**src/rtl/pa_iu_addr_seq.sv**
```systemverilog
`default_nettype none
// ============================================================================
// Module   : pa_iu_addr_seq
// Brief    : Sequential IU address generator. Issues per-beat LSU addresses
//            and then a one-cycle base-writeback result.
// Revision : 1.0 - initial release
// ============================================================================
module pa_iu_addr_seq #(
   parameter int ADDR_WIDTH = 32,
   parameter int MAX_BEATS  = 16,
   parameter int STRIDE     = 4,
   parameter int CNT_W      = $clog2(MAX_BEATS + 1)
) (
   input  logic                  forever_cpuclk,
   input  logic                  cpurst,
   input  logic                  idu_ag_req_vld,
   output logic                  ag_idu_req_rdy,
   input  logic [ADDR_WIDTH-1:0] idu_ag_base,
   input  logic [ADDR_WIDTH-1:0] idu_ag_imm,
   input  logic                  idu_ag_use_pc,
   input  logic [ADDR_WIDTH-1:0] idu_ag_pc,
   input  logic [CNT_W-1:0]      idu_ag_cnt,
   input  logic                  idu_ag_dec,
   output logic                  ag_lsu_addr_vld,
   input  logic                  lsu_ag_addr_rdy,
   output logic [ADDR_WIDTH-1:0] ag_lsu_addr,
   output logic [CNT_W-1:0]      ag_lsu_beat_idx,
   output logic                  ag_lsu_last,
   output logic                  ag_wb_vld,
   output logic [ADDR_WIDTH-1:0] ag_wb_data,
   output logic [ADDR_WIDTH-1:0] ag_bju_pc,
   input  logic                  rtu_ag_flush,
   output logic                  ag_busy
);

   localparam logic [ADDR_WIDTH-1:0] c_stride = ADDR_WIDTH'(STRIDE);

   typedef enum logic [1:0] {
      ST_IDLE  = 2'd0,
      ST_ISSUE = 2'd1,
      ST_WB    = 2'd2
   } state_t;

   state_t                  r_state;
   state_t                  w_state_nxt;
   logic [ADDR_WIDTH-1:0]   r_cur_addr;
   logic [CNT_W-1:0]        r_idx;
   logic [CNT_W-1:0]        r_cnt;
   logic                    r_dec;
   logic [ADDR_WIDTH-1:0]   r_wb_data;
   logic [ADDR_WIDTH-1:0]   w_start;
   logic [ADDR_WIDTH-1:0]   w_next_addr;
   logic                    w_issue;
   logic                    w_last;

   // PC-relative targets are halfword aligned, so PC bit 0 never contributes.
   assign w_start     = (idu_ag_use_pc ? (idu_ag_pc & ~ADDR_WIDTH'(1)) : idu_ag_base) + idu_ag_imm;
   assign w_next_addr = r_dec ? (r_cur_addr - c_stride) : (r_cur_addr + c_stride);
   assign w_issue     = (r_state == ST_ISSUE);
   assign w_last      = w_issue && (r_idx == (r_cnt - CNT_W'(1)));

   assign ag_idu_req_rdy  = (r_state == ST_IDLE);
   assign ag_busy         = (r_state != ST_IDLE);
   assign ag_lsu_addr_vld = w_issue;
   assign ag_lsu_addr     = r_cur_addr;
   assign ag_lsu_beat_idx = r_idx;
   assign ag_lsu_last     = w_last;
   assign ag_wb_vld       = (r_state == ST_WB);
   assign ag_wb_data      = r_wb_data;
   assign ag_bju_pc       = {r_wb_data[ADDR_WIDTH-1:1], 1'b0};

   always_ff @(posedge forever_cpuclk) begin
      if (cpurst) begin
         r_state <= ST_IDLE;
      end else begin
         r_state <= w_state_nxt;
      end
   end

   always_comb begin
      w_state_nxt = r_state;
      if (rtu_ag_flush) begin
         w_state_nxt = ST_IDLE;
      end else begin
         case (r_state)
            ST_IDLE: begin
               if (idu_ag_req_vld) begin
                  w_state_nxt = (idu_ag_cnt == '0) ? ST_WB : ST_ISSUE;
               end
            end
            ST_ISSUE: begin
               if (lsu_ag_addr_rdy && w_last) begin
                  w_state_nxt = ST_WB;
               end
            end
            ST_WB:   w_state_nxt = ST_IDLE;
            default: w_state_nxt = ST_IDLE;
         endcase
      end
   end

   always_ff @(posedge forever_cpuclk) begin
      if (cpurst) begin
         r_cur_addr <= '0;
         r_idx      <= '0;
         r_cnt      <= '0;
         r_dec      <= 1'b0;
         r_wb_data  <= '0;
      end else if (!rtu_ag_flush) begin
         case (r_state)
            ST_IDLE: begin
               if (idu_ag_req_vld) begin
                  if (idu_ag_cnt == '0) begin
                     r_wb_data <= w_start;
                  end else begin
                     r_cur_addr <= w_start;
                     r_idx      <= '0;
                     r_cnt      <= idu_ag_cnt;
                     r_dec      <= idu_ag_dec;
                  end
               end
            end
            ST_ISSUE: begin
               if (lsu_ag_addr_rdy) begin
                  r_cur_addr <= w_next_addr;
                  r_idx      <= r_idx + CNT_W'(1);
                  // The post-increment address is the base-writeback value.
                  if (w_last) begin
                     r_wb_data <= w_next_addr;
                  end
               end
            end
            default: ;
         endcase
      end
   end

endmodule
`default_nettype wire

```
**config.mk**
```make
export PLATFORM = sky130hd
export DESIGN_NAME = pa_iu_addr_seq
export DESIGN_NICKNAME = d
export VERILOG_FILES = /design/src/rtl/pa_iu_addr_seq.sv
export SDC_FILE = /design/constraint.sdc
export NUM_CORES = 1
export LEC_CHECK = 0
export CAP_MARGIN = 20
export CORE_ASPECT_RATIO = 1.4
export CORE_MARGIN = 3
export CORE_UTILIZATION = 44
export CTS_CLUSTER_DIAMETER = 100
export CTS_CLUSTER_SIZE = 20
export DETAILED_ROUTE_END_ITERATION = 7
export PLACE_DENSITY = 0.79
export SYNTH_ARGS = -nofsm -noshare
export SYNTH_HDL_FRONTEND = slang
export SYNTH_SLANG_ARGS = --single-unit
```
**constraint.sdc**
```tcl
create_clock -name forever_cpuclk -period 4.4 [get_ports forever_cpuclk]
set_input_delay 1.32 -clock forever_cpuclk [delete_from_list [all_inputs] [get_ports forever_cpuclk]]
set_output_delay 1.32 -clock forever_cpuclk [all_outputs]
set_load 0.05 [all_outputs]
```
==> results.json <==
{
  "netSwitchingFraction": 0.356,
  "setup_viol": 0,
  "async_flop_share": 0,
  "synth_edf_count": 0,
  "cts_buffers": 9,
  "switchingPower_mw": 0.935,
  "initial_core_util": 0.453,
  "finalNetCount": 1294,
  "dpl.hpwl_mm": 16.0,
  "clockPowerShare": 0.280,
  "finalMaxSlewViolations": 0,
  "powerDensity_nw_per_um2": 265,
  "hold_violations": 0,
  "worst_pin_slew_ns": 0.604,
  "skew_ns": 0.00803,
  "fin_util": 0.654,
  "place_congestion": 0.968,
  "chipWidth_um": 112,
  "synth_nets": 1052,
  "antenna_found_initial": 0,
  "drtIter0Drc": 294,
  "period_share": 0.938,
  "outcome": "completed",
  "clockBufferDepth": 2,
  "stdcell_count": 1320,
  "fin_total_pwr_mw": 2.63,
  "vias": 7295,
  "gr-total-overflow": 0,
  "post-synth-top-count-cell": "nor2_1",
  "synthCells": 881,
  "routed_wl_mm": 20.3,
  "worstSkewPairLatency_ns": 0.34,
  "synth_common_cells": "nor2_1 (121), dfxtp_1 (77), a21oi_1 (75), nand2_1 (66), ha_1 (61)",
  "power_frac_seq": 0.291,
  "vias_per_cell": 5.53,
  "io_pins": 214,
  "yosys_warnings": 0,
  "grt_usage": 0.229,
  "drc_errors": 0,
  "core-area_sq_um": 15200,
  "fmax_mhz": 242,
  "root_buffer": "clkbuf_16",
  "synth_cell_types": 65,
  "htree_levels": 3,
  "p_int_mw": 1.69,
  "critPathLaunchType": "input pin",
  "first_pass_iters": 5,
  "drive_above_1_share": 0.148,
  "max-cap-violations": 0,
  "synth_seq_cells": 77,
  "dp.cells": 1302,
  "cts.clk_slew.worst_paths_ns": 0.06,
  "worstPathArrival_ns": 4.37,
  "antenna_left": 0,
  "pwr-share-comb": 0.430,
  "rsz0062_at_grt": "no",
  "netlist.area_leader.share": 0.224,
  "die_area_sq_um": 17200,
  "cp.required_ns": 4.64,
  "diodes": 0,
  "min_period_ns": 4.13,
  "areaGrowthSynthToFinish_pct": 44.3,
  "worst-path-max-fanout": 6,
  "ys_seq_area_frac": 0.224,
  "cts_tree": "built",
  "io_buffers": 211,
  "grt_pass1_vias": 7137,
  "crit_type": "input pin to flip-flop",
  "num_rows": 53,
  "synth_area_leader_cell": "dfxtp_1",
  "grt_pass1_wl_mm": 33.4,
  "die_height_um": 154,
  "grt_max_degree": 59,
  "critPathCaptureType": "flip-flop",
  "p_leak_nw": 3.98,
  "syn_area_sq_um": 6880,
  "synth_flop_cell": "dfxtp_1",
  "synthTopCellsByArea": "dfxtp_1 (22%), ha_1 (11%), nor2_1 (6.6%)",
  "hold_class": "flip-flop to flip-flop",
  "syn_avg_cell_area_sq_um": 7.81,
  "wl_per_cell_um": 15.4,
  "ir_worst_vdd_v": 0.000223,
  "relSlewSlack": 0.596,
  "cts.sinks": 77
}
## registers in the layout, summed over array words and instances, names as in the netlist
signal	count
ag_lsu_addr	32
ag_wb_data	32
ag_lsu_beat_idx	5
r_cnt	5
r_dec	1
r_state	2
## kinds of logic (layout without fill, tap and decap cells)
logic type,after synthesis,after routing,synth area share
other,1,1,0.000545
adders and majority gates,63,63,0.117
muxes,48,48,0.0754
DFF,77,77,0.224
AOI/OAI and AO/OA,254,254,0.249
and+or+nand+nor,283,283,0.186
buffers and inverters,92,339,0.0683
xor gates and xnor gates,63,63,0.0802
## repair_timing
action                     CTS  global route
pin swaps                    2             1
buffers inserted             0             0
gates resized for setup      2             8
setup endpoints to repair    4             9
hold buffers                 0             0
cloned                       1             0
## metrics by stage
stage / setup WS (ns) / TNS [ns] / hold slack (ns) / cell area, sq um
2_1_floorplan: 0.00232 / 0 / 0.481 / 6880
3_3_place_gp: -0.351 / -6.93 / 0.479 / 9560
3_5_place_dp: -0.418 / -8.52 / 0.488 / 9560
4_1_cts: 0.137 / 0 / 0.496 / 9900
5_1_grt: 0.123 / 0 / 0.519 / 9930
6_report: 0.273 / 0 / 0.496 / 9930
## final cells by class
cell class                 count  area, sq um
clock buffer                   9          225
clock inverter                 7         75.1
fill                        1263         5260
inverter                      16         60.1
multi-input combinational    712         4910
sequential                    77         1540
tap                          192          240
timing repair buffer         307         2880
## worst paths after layout
path                                startpoint              end  slack, ns  depth (start not counted)
worst min-delay path            ag_lsu_addr[1]    ag_wb_data[1]       0.50                          2
worst max register to register           r_dec  ag_lsu_addr[31]       1.06                         11
worst min register to register  ag_lsu_addr[1]    ag_wb_data[1]       0.50                          2
worst max-delay path            idu_ag_base[0]  ag_lsu_addr[26]       0.27                         14
## power by group through the flow
stage / sequential (mW) / clock (mW) / combinational, mW
2_1_floorplan: 0.869 / 0 / 0.574
3_3_place_gp: 0.778 / 0 / 1.09
3_5_place_dp: 0.779 / 0 / 1.10
4_1_cts: 0.764 / 0.745 / 1.11
5_1_grt: 0.768 / 0.769 / 1.23
6_report: 0.764 / 0.736 / 1.13
## worst max-delay path: stages
cell	delay [ns]
clkdlybuf4s50_1	0.39
nor2b_1	0.13
ha_1	0.22
fa_1	0.42
a211oi_2	0.27
nor2_1	0.10
o31ai_1	0.27
buf_4	0.17
a211oi_2	0.07
o211a_4	0.28
o21ai_1	0.17
xnor2_1	0.17
mux2i_1	0.13
a211oi_1	0.25
## per-layer routing
metal,vias up,global-route usage,share of wire
li1,3672,-,-
met1,3339,0.276,0.41
met2,252,0.424,0.51
met3,32,0.0205,0.057
met4,0,0.0754,0.026
met5,-,0,0
## cells in the final DEF (no fill, tap or decap), drive strengths merged, types with 4 or more instances in the layout
| cell | Yosys | final |
|---|---|---|
| a211o | 4 | 4 |
| o31ai | 5 | 5 |
| clkdlybuf4s50 | 0 | 208 |
| dfxtp | 77 | 77 |
| nor3 | 24 | 24 |
| o21bai | 6 | 6 |
| or4 | 4 | 4 |
| buf | 41 | 97 |
| o2111ai | 4 | 4 |
| nor2 | 121 | 121 |
| or3 | 4 | 4 |
| xnor2 | 42 | 42 |
| o21ai | 38 | 38 |
| inv | 16 | 17 |
| clkbuf | 35 | 10 |
| xor2 | 21 | 21 |
| and3 | 5 | 5 |
| nand2 | 66 | 66 |
| nand2b | 6 | 6 |
| nand3 | 16 | 16 |
| o211ai | 5 | 5 |
| a311oi | 12 | 12 |
| nand4 | 12 | 12 |
| a21oi | 76 | 76 |
| ha | 61 | 61 |
| a21o | 19 | 19 |
| and2 | 5 | 5 |
| a211oi | 46 | 46 |
| a31oi | 12 | 12 |
| mux2 | 31 | 31 |
| mux2i | 17 | 17 |
| o22ai | 4 | 4 |
| o31a | 4 | 4 |
| nor2b | 10 | 10 |
No activity file was read; power rests on OpenSTA's default activity.
